--- src/rtl/alu_share_arbiter_if.sv ---
// Requester-side bundle for the shared ALU: request and response channels of both ports,
// with bit/element 0 for the execute stage and 1 for the branch/address unit.
interface alu_share_arbiter_if;
    logic [1:0]        req_valid;
    logic [1:0]        req_ready;
    logic [1:0][4:0]   req_op;
    logic [1:0][31:0]  req_a;
    logic [1:0][31:0]  req_b;
    logic [1:0]        resp_valid;
    logic [1:0]        resp_ready;
    logic [1:0][31:0]  resp_result;
    logic [1:0]        resp_zero;
    logic [1:0]        resp_less;
    logic [1:0]        resp_err;

    modport master (
        output req_valid, req_op, req_a, req_b, resp_ready,
        input  req_ready, resp_valid, resp_result, resp_zero, resp_less, resp_err
    );

    modport slave (
        input  req_valid, req_op, req_a, req_b, resp_ready,
        output req_ready, resp_valid, resp_result, resp_zero, resp_less, resp_err
    );
endinterface

--- src/rtl/alu_share_arbiter.sv ---
// Round-robin sharing of one combinational RV32I ALU between two requesters,
// with a one-entry registered response buffer per requester.
module alu_share_resp_buf (
    input  logic        clk,
    input  logic        rst_n,
    input  logic        grant_i,
    input  logic        illegal_i,
    input  logic        ready_i,
    input  logic [31:0] alu_result_i,
    input  logic        alu_zero_i,
    input  logic        alu_less_i,
    output logic        valid_o,
    output logic [31:0] result_o,
    output logic        zero_o,
    output logic        less_o,
    output logic        err_o
);
    logic        valid_q, valid_d;
    logic [31:0] result_q, result_d;
    logic        zero_q, zero_d;
    logic        less_q, less_d;
    logic        err_q, err_d;

    always_comb begin
        valid_d  = valid_q;
        result_d = result_q;
        zero_d   = zero_q;
        less_d   = less_q;
        err_d    = err_q;
        // A grant wins over a pop, so a same-cycle pop+grant refills without a bubble.
        if (grant_i) begin
            valid_d  = 1'b1;
            result_d = illegal_i ? 32'd0 : alu_result_i;
            zero_d   = illegal_i ? 1'b1  : alu_zero_i;
            less_d   = illegal_i ? 1'b0  : alu_less_i;
            err_d    = illegal_i;
        end else if (valid_q && ready_i) begin
            valid_d = 1'b0;
        end
    end

    always_ff @(posedge clk or negedge rst_n) begin
        if (!rst_n) begin
            valid_q  <= 1'b0;
            result_q <= 32'd0;
            zero_q   <= 1'b0;
            less_q   <= 1'b0;
            err_q    <= 1'b0;
        end else begin
            valid_q  <= valid_d;
            result_q <= result_d;
            zero_q   <= zero_d;
            less_q   <= less_d;
            err_q    <= err_d;
        end
    end

    assign valid_o  = valid_q;
    assign result_o = result_q;
    assign zero_o   = zero_q;
    assign less_o   = less_q;
    assign err_o    = err_q;
endmodule

module alu_share_arbiter (
    input  logic                 clk,
    input  logic                 rst_n,
    alu_share_arbiter_if.slave   bus,
    output logic [31:0]          alu_rs1,
    output logic [31:0]          alu_rs2,
    output logic [4:0]           alu_ctr,
    input  logic [31:0]          alu_result,
    input  logic                 alu_zero,
    input  logic                 alu_less
);
    logic [1:0]       elig;
    logic [1:0]       grant_raw;
    logic [1:0]       grant;
    logic             win;
    logic             illegal;
    logic             rr_ptr_q, rr_ptr_d;
    logic [1:0]       valid_w;
    logic [1:0][31:0] result_w;
    logic [1:0]       zero_w, less_w, err_w;

    // A full buffer being popped this cycle can take a new result, so a port's
    // eligibility (and hence the other port's grant) follows that pop.
    assign elig = bus.req_valid & (~valid_w | bus.resp_ready);

    always_comb begin
        grant_raw = elig;
        if (elig == 2'b11) begin
            grant_raw = rr_ptr_q ? 2'b10 : 2'b01;
        end
        grant = grant_raw & {2{rst_n}};

        rr_ptr_d = rr_ptr_q;
        if (grant[0])      rr_ptr_d = 1'b1;
        else if (grant[1]) rr_ptr_d = 1'b0;
    end

    assign win = grant[1];

    always_comb begin
        alu_rs1 = 32'd0;
        alu_rs2 = 32'd0;
        alu_ctr = 5'd0;
        if (|grant) begin
            alu_rs1 = bus.req_a[win];
            alu_rs2 = bus.req_b[win];
            alu_ctr = bus.req_op[win];
        end
    end

    // Holes in the ALUctr map: 0x10 and everything from 0x14 up.
    assign illegal = (alu_ctr == 5'h10) || (alu_ctr >= 5'h14);

    always_ff @(posedge clk or negedge rst_n) begin
        if (!rst_n) rr_ptr_q <= 1'b0;
        else        rr_ptr_q <= rr_ptr_d;
    end

    for (genvar g = 0; g < 2; g++) begin : g_buf
        alu_share_resp_buf u_buf (
            .clk          (clk),
            .rst_n        (rst_n),
            .grant_i      (grant[g]),
            .illegal_i    (illegal),
            .ready_i      (bus.resp_ready[g]),
            .alu_result_i (alu_result),
            .alu_zero_i   (alu_zero),
            .alu_less_i   (alu_less),
            .valid_o      (valid_w[g]),
            .result_o     (result_w[g]),
            .zero_o       (zero_w[g]),
            .less_o       (less_w[g]),
            .err_o        (err_w[g])
        );
    end

    assign bus.req_ready   = grant;
    assign bus.resp_valid  = valid_w;
    assign bus.resp_result = result_w;
    assign bus.resp_zero   = zero_w;
    assign bus.resp_less   = less_w;
    assign bus.resp_err    = err_w;
endmodule

--- src/flat_wrapper.sv ---
// flat-port wrapper written by rule: the top's interface ports become plain ports
module alu_share_arbiter_flat 
  (clk, rst_n, alu_rs1, alu_rs2, alu_ctr, alu_result, alu_zero, alu_less, bus_req_valid, bus_req_op, bus_req_a, bus_req_b, bus_resp_ready, bus_req_ready, bus_resp_valid, bus_resp_result, bus_resp_zero, bus_resp_less, bus_resp_err);
  alu_share_arbiter_if bus_i ();
  input  logic clk;
  input  logic rst_n;
  output logic [31:0] alu_rs1;
  output logic [31:0] alu_rs2;
  output logic [4:0] alu_ctr;
  input  logic [31:0] alu_result;
  input  logic alu_zero;
  input  logic alu_less;
  input wire logic [$bits(bus_i.req_valid)-1:0] bus_req_valid;
  input wire logic [$bits(bus_i.req_op)-1:0] bus_req_op;
  input wire logic [$bits(bus_i.req_a)-1:0] bus_req_a;
  input wire logic [$bits(bus_i.req_b)-1:0] bus_req_b;
  input wire logic [$bits(bus_i.resp_ready)-1:0] bus_resp_ready;
  output wire logic [$bits(bus_i.req_ready)-1:0] bus_req_ready;
  output wire logic [$bits(bus_i.resp_valid)-1:0] bus_resp_valid;
  output wire logic [$bits(bus_i.resp_result)-1:0] bus_resp_result;
  output wire logic [$bits(bus_i.resp_zero)-1:0] bus_resp_zero;
  output wire logic [$bits(bus_i.resp_less)-1:0] bus_resp_less;
  output wire logic [$bits(bus_i.resp_err)-1:0] bus_resp_err;
  assign bus_i.req_valid = bus_req_valid;
  assign bus_i.req_op = bus_req_op;
  assign bus_i.req_a = bus_req_a;
  assign bus_i.req_b = bus_req_b;
  assign bus_i.resp_ready = bus_resp_ready;
  assign bus_req_ready = bus_i.req_ready;
  assign bus_resp_valid = bus_i.resp_valid;
  assign bus_resp_result = bus_i.resp_result;
  assign bus_resp_zero = bus_i.resp_zero;
  assign bus_resp_less = bus_i.resp_less;
  assign bus_resp_err = bus_i.resp_err;
  alu_share_arbiter u_core (.clk(clk), .rst_n(rst_n), .bus(bus_i), .alu_rs1(alu_rs1), .alu_rs2(alu_rs2), .alu_ctr(alu_ctr), .alu_result(alu_result), .alu_zero(alu_zero), .alu_less(alu_less));
endmodule
--- config.mk ---
export PLATFORM = sky130hd
export DESIGN_NAME = alu_share_arbiter_flat
export DESIGN_NICKNAME = d
export VERILOG_FILES = /design/src/rtl/alu_share_arbiter_if.sv /design/src/rtl/alu_share_arbiter.sv /design/src/flat_wrapper.sv
export SDC_FILE = /design/constraint.sdc
export NUM_CORES = 1
export LEC_CHECK = 0
export ABC_CLOCK_PERIOD_IN_PS = 2170
export BUFFER_PORTS_ARGS = -buffer_cell sky130_fd_sc_hd__buf_2
export CAP_MARGIN = 30
export CORE_AREA = 2 2 125 127
export CTS_CLUSTER_DIAMETER = 150
export DETAILED_ROUTE_END_ITERATION = 16
export DIE_AREA = 0 0 127 129
export PLACE_DENSITY_LB_ADDON = 0.1
export RECOVER_POWER = 25
export SETUP_SLACK_MARGIN = 0.05
export SYNTH_ARGS = -nofsm -noshare
export SYNTH_HDL_FRONTEND = slang
export SYNTH_HIERARCHICAL = 1
export SYNTH_SLANG_ARGS = --single-unit
--- constraint.sdc ---
create_clock -name clk -period 2.17 [get_ports clk]
set_input_delay 0.434 -clock clk [delete_from_list [all_inputs] [get_ports clk]]
set_output_delay 0.434 -clock clk [all_outputs]
set_load 0.05 [all_outputs]
## Word level (Yosys, flattened, before mapping)

Cells that the tools add are included.

- Reduce and logical (&&, ||, !) cells: 7
- Equal/unequal tests: 2
- Bitwise gates (word level): 4
- Order comparisons: 2
- Multiplexer cells: 20

Operator list:

| kind | number |
|---|---|
| $mux 32 | 7 |
| $mux 5 | 3 |
| $mux 1 | 8 |
| $reduce_bool 2->1 | 3 |
| $eq 5x5->1 const B | 1 |
| $ge 5x5->1 const B | 1 |
| $and 2x2->2 | 2 |
| $mux 2 | 2 |
| $eq 2x2->1 const B | 1 |
| $logic_and 1x1->1 | 2 |
| $lt 1x2->1 const B | 1 |
| $not 2->2 | 1 |
| $or 2x2->2 | 1 |
| $reduce_or 2->1 | 1 |
| $logic_or 1x1->1 | 1 |

- Word-level logic and storage cells: 46
- Output and inout bits: 143
- Flip-flop bits (word level): 73
- Bits of input ports: 178

## Depth between registers and ports, before layout

- Depth after elaboration: 12
- Gate-level depth with buffers: 9
- Gate-level depth less buffers: 7

## Cells and area by module

The synthesis kept the hierarchy.

Modules (own cells, without submodules):

| module | cells each | sequential area each (sq um) | area an instance (sq um) | times used |
|---|---|---|---|---|
| alu_share_resp_buf | 149 | 900.9 | 1550.2 | 2 |
| alu_share_arbiter | 242 | 25.0 | 1188.6 | 1 |

## Worst setup path before layout

No wires, ideal clock.

- Kind: flip-flop to flip-flop
- Start: register u_core.g_buf[1].u_buf.valid_q
- End: register u_core.g_buf[0].u_buf.err_q
- Buffers on the path: 1
- Clock period less this slack: 2.964 ns
- Library setup time: 0.125 ns
- Data arrival time: 2.839 ns
- Path slack: -0.794 ns
- Data required time: 2.045 ns
- Stages on the path, launching flop included: 8
- Cells stage by stage: dfrtp_1 nand2b_4 a311oi_4 a22oi_2 nor2_1 o41ai_2 buf_2 mux2_2

- Cells in the longest elaborated chain, start to end: 11
- Elaborated cells between the ends (all ways): 13
- Classes of those cells: order compare: 1; eq/ne: 2; mux: 4; bitwise: 4; reduce/logical: 2

RTL lines:

| element | RTL line | RTL |
|---|---|---|
| from (decl) | alu_share_arbiter.sv:18 | `logic valid_q, valid_d;` |
| from (signal assigned) | alu_share_arbiter.sv:50 | `valid_q <= valid_d;` |
| $not 2->2 (*) | alu_share_arbiter.sv:88 | `assign elig = bus.req_valid & (~valid_w \| bus.resp_ready);` |
| $or 2x2->2 (*) | alu_share_arbiter.sv:88 |  |
| $and 2x2->2 (*) | alu_share_arbiter.sv:88 |  |
| $eq 2x2->1 | alu_share_arbiter.sv:92 | `if (elig == 2'b11) begin` |
| $mux 2 (*) | alu_share_arbiter.sv:92 |  |
| $and 2x2->2 (*) | alu_share_arbiter.sv:95 | `grant = grant_raw & {2{rst_n}};` |
| $mux 5 (not written as such) (2 in a row) | alu_share_arbiter.sv:111 | `alu_ctr = bus.req_op[win];` |
| $mux 5 (*) | alu_share_arbiter.sv:108 | `if (\|grant) begin` |
| net alu_ctr[3] | flat_wrapper.sv:9 | `output logic [4:0] alu_ctr;` |
| $ge 5x5->1 / $eq 5x5->1 (equally long branches) | alu_share_arbiter.sv:116 | `assign illegal = (alu_ctr == 5'h10) \|\| (alu_ctr >= 5'h14);` |
| $logic_or 1x1->1 (*) | alu_share_arbiter.sv:116 |  |
| net u_core.illegal | alu_share_arbiter.sv:80 | `logic illegal;` |
| to (signal assigned) | alu_share_arbiter.sv:54 | `err_q <= err_d;` |
| to (decl) | alu_share_arbiter.sv:22 | `logic err_q, err_d;` |

Mark *: on every way through the listed nets, which the timed path passes. The rest lies on a longest branch. The select of a mux whose other input is x is not followed.
A chain may end at the register's enable or synchronous reset.

## Worst setup path in the final report

- Start: register u_core.g_buf[0].u_buf.valid_q
- End: register u_core.g_buf[0].u_buf.result_q[29]

- Cells in the longest elaborated chain, start to end: 12
- Elaborated cells between the ends (all ways): 14
- Classes of those cells: order compare: 1; eq/ne: 2; mux: 5; bitwise: 4; reduce/logical: 2

RTL lines:

| element | RTL line | RTL |
|---|---|---|
| from (decl) | alu_share_arbiter.sv:18 |  |
| from (signal assigned) | alu_share_arbiter.sv:50 |  |
| $not 2->2 (*) | alu_share_arbiter.sv:88 |  |
| $or 2x2->2 (*) | alu_share_arbiter.sv:88 |  |
| $and 2x2->2 (*) | alu_share_arbiter.sv:88 |  |
| $eq 2x2->1 | alu_share_arbiter.sv:92 |  |
| $mux 2 (*) | alu_share_arbiter.sv:92 |  |
| $and 2x2->2 (*) | alu_share_arbiter.sv:95 |  |
| $mux 5 (not written as such) (2 in a row) | alu_share_arbiter.sv:111 |  |
| $mux 5 (*) | alu_share_arbiter.sv:108 |  |
| $ge 5x5->1 / $eq 5x5->1 (equally long branches) | alu_share_arbiter.sv:116 |  |
| $logic_or 1x1->1 (*) | alu_share_arbiter.sv:116 |  |
| net u_core.illegal | alu_share_arbiter.sv:80 |  |
| $mux 32 (*) | alu_share_arbiter.sv:33 | `result_d = illegal_i ? 32'd0 : alu_result_i;` |
| to (signal assigned) | alu_share_arbiter.sv:51 | `result_q <= result_d;` |
| to (decl) | alu_share_arbiter.sv:19 | `logic [31:0] result_q, result_d;` |

Marks and branches as above.

==> run_results.csv <==
group,metric,value,unit
status,status,"complete, but fails checks",
status,violations,"max-capacitance violations, max-slew violations, negative setup slack",
synthesis,synth_largest_area_cell,"dfrtp_1",
placement,port_buffers,320,
die,core_region_area,15000,um^2
clock_network,clkTransAtPathRegs,0.06,ns
clock_network,clock_latency,0.33,ns
synthesis,yosys.area.top_type_share,42.6,%
worst_setup_path,critPathArrivalTime,2.64,ns
worst_setup_path,ff2ff_path_depth,12,
worst_setup_path,critPathRequiredTime,2.38,ns
synthesis,ys.flop_type,"dfrtp_1",
layout,fin_nets,1077,
timing,slew_headroom,-5.19,%
worst_setup_path,cpPeakStageDelay,0.40,ns
layout,drive_above_1_share,61.1,%
clock_network,cts_sinks,73,
flow_run,drv_cap,1,
worst_hold_path,hold_class,"input port to flip-flop",
timing,setup_slack,-0.261,ns
synthesis,synth_most_common_cell,"nand2_1",
timing,hold_ws,0.312,ns
placement,placed_area,7140,um^2
pwr,total_power,7.17,mW
placement,hpwl,13800,um
detailed_routing,dr.pass1.iters,4,
worst_hold_path,hp-start,"bus_resp_ready[1]",
worst_setup_path,cp-startpoint,"u_core/g_buf[0].u_buf/valid_o$_DFFE_PN0P_",
placement,pre_cts_ws,-0.298,ns
synthesis,synthArstFlopShare,100,%
synthesis,syn_avg_cell_area,7.94,um^2
detailed_routing,ant_nets,0,
worst_setup_path,crit_fanout,6,
synthesis,ys_ff_latch,73,
synthesis,yosysWarnings,6,
placement,dp_cells,1041,
synthesis,synth_cells,540,
layout,layoutNonFillerInstCount,1099,
worst_setup_path,cp-end-kind,"flip-flop",
detailed_routing,dr.first_iter.drc_count,208,
timing,period_share,112,%
synthesis,synth_seq_area_share,42.6,%
layout,fin_area,8850,um^2
timing,grt_setup_unrepaired,"true",
grt,grt_max_degree,67,
worst_setup_path,path_delay_family,"compound AO/OA/AOI/OAI gates",
detailed_routing,drt-vias-per-instance,4.79,
synthesis,ys_top_cells_by_area,"dfrtp_1 43%, nand2_1 11%, nand3b_1 11%",
pwr,ir_worst_vdd,0.627,mV
worst_setup_path,start_kind,"flip-flop",
clock_network,ctsLongestPathBuffers,2,
layout,area_growth,106,%
clock_network,htreeDepth,3,
grt,antenna_found_initial,8,
grt,gr-total-overflow,0,
clock_network,ctsHoldBuffers,0,
detailed_routing,wire_per_inst,18.8,um
clock_network,cts_root_buf,"clkbuf_16",
timing,skew,0.00808,ns
synthesis,synth_area,4290,um^2
timing,setup_viol,141,
worst_setup_path,cp.depth,12,
die,start_util,28.6,%
synthesis,synthTopCellsByCount,"130 x nand2_1, 73 x dfrtp_1, 69 x inv_1, 64 x a21oi_1",
die,std_cell_rows,45,
timing,worstMarginPinSlew,1.58,ns
timing,finalMaxSlewViolations,64,
pwr,power_leakage,4.28,nW
synthesis,syn_nets,718,
worst_setup_path,cp_cell_sequence,"nor2b_4 -> buf_4 -> a311oi_4 -> buf_6 -> a22oi_2 -> buf_4 -> a211o_1 -> o41ai_4 -> buf_6 -> clkbuf_16 -> nor2b_4 -> a22o_1",
detailed_routing,drc,0,
placement,gp_congestion,0.844,
detailed_routing,drt_wl_total,20700,um
detailed_routing,vias,5269,
clock_network,cts_made_buffers,9,
grt,grt_first_pass_wirelength,28900,um
worst_setup_path,path_buf_inv,5,
timing,tns,-27.33,ns
worst_setup_path,timing.rr.start,"u_core/g_buf[0].u_buf/valid_o$_DFFE_PN0P_",
timing,hold_violations,0,
worst_setup_path,crit_slowest_cell,"dfrtp_2",
timing,period_needed,2.43,ns
clock_network,cts_tree,"yes",
die,die_h,129,um
synthesis,synth_edf_count,0,
layout,utilization,59.1,%
worst_setup_path,critPathKind,"flip-flop to flip-flop",
pwr,powerDensity,810,nW/um^2
die,io_pins,321,
worst_hold_path,hold_path_depth,2,
grt,grt_util_all_layers,22.9,%
die,fp.dieW,127,um
layout,fill_cells,1254,
die,die_area,16400,um^2
timing,fmax,411,MHz
synthesis,yosysUniqueCellTypes,30,
grt,grt_pass1_vias,5270,
==> state kept, by name, indices dropped and copies added, names as in the netlist <==
register,flops
u_core/g_buf.u_buf/less_o,2
u_core/g_buf.u_buf/zero_o,2
u_core/rr_ptr_q,1
u_core/g_buf.u_buf/result_o,64
u_core/g_buf.u_buf/valid_o,2
u_core/g_buf.u_buf/err_o,2
==> worst reg2reg max path, cell delays in order, from the launching register on <==
cell and delay, ns:
dfrtp_2 0.40, nor2b_4 0.14, buf_4 0.14, a311oi_4 0.21, buf_6 0.17, a22oi_2 0.11
buf_4 0.15, a211o_1 0.29, o41ai_4 0.06, buf_6 0.21, clkbuf_16 0.18, nor2b_4 0.05
a22o_1 0.21
==> layer usage <==
metal | track usage (%) | part of all wire (%) | vias to the layer above
li1 | - | - | 2485
met1 | 25.5 | 38 | 2556
met2 | 41.0 | 53 | 196
met3 | 6.82 | 7.0 | 32
met4 | 9.24 | 2.4 | 0
met5 | 0 | 0 | -
==> cell families after synthesis <==
kind of cell / Yosys count / synth area share, %
and+or+nand+nor: 204 / 24.2
muxes: 3 / 0.758
AOI/OAI and AO/OA: 146 / 19.4
DFF: 73 / 42.6
buffers and inverters: 114 / 13.1
==> placed cells by master, fill, tap and decap left out, types with 2 or more instances in the layout <==
cell	instances
buf_2	248
nand2_1	75
dfrtp_1	71
inv_1	68
a21oi_4	64
buf_6	62
nand3b_1	62
o21ai_1	62
nand2_2	34
buf_12	22
buf_4	22
nand2_4	20
buf_8	18
clkbuf_16	16
buf_16	9
diode_2	7
a22oi_2	4
a22o_1	4
clkinvlp_4	3
nor2b_4	3
o21ai_0	3
nor2_4	3
inv_2	3
clkinv_2	2
nand2b_4	2
nor2_1	2
a21oi_2	2
dfrtp_2	2
==> final cells by class <==
cell class              count  area, um^2  share of cell area [%]
repair buffers            390        3250                    36.7
multi-input cells         353        2970                    33.5
flip-flops and latches     73        1830                    20.7
inverters                  72         273                    3.08
clock buffers              10         239                    2.70
well taps                 188         235                    2.66
clock inverters             6        41.3                   0.466
diodes                      7        17.5                   0.198
==> path summary, 6_finish.rpt <==
kind	endpoint	slack [ns]
setup / recovery	u_core/g_buf[0].u_buf/result_o[29]$_DFFE_PN0P_	-0.26
hold / removal	u_core/g_buf[1].u_buf/valid_o$_DFFE_PN0P_	0.31
setup reg to reg	u_core/g_buf[0].u_buf/result_o[29]$_DFFE_PN0P_	-0.26
hold reg to reg	u_core/g_buf[1].u_buf/result_o[0]$_DFFE_PN0P_	0.51
max in group asynchronous	u_core/g_buf[0].u_buf/result_o[30]$_DFFE_PN0P_	0.47
min in group asynchronous	u_core/g_buf[1].u_buf/result_o[31]$_DFFE_PN0P_	0.33
==> power by group <==
part / switching [mW] / total (mW) / internal [mW]
Sequential: 0.181 / 1.88 / 1.70
Combinational: 2.65 / 3.90 / 1.26
Clock: 0.583 / 1.39 / 0.804
==> what timing repair did <==
action	in CTS	in global routing
buffers inserted	12	7
cloned	8	10
endpoints found under the setup margin	141	141
hold endpoints to repair	0	0
pin swaps	16	32
gates resized for setup	206	60
No activity file was read; power rests on OpenSTA's default activity.
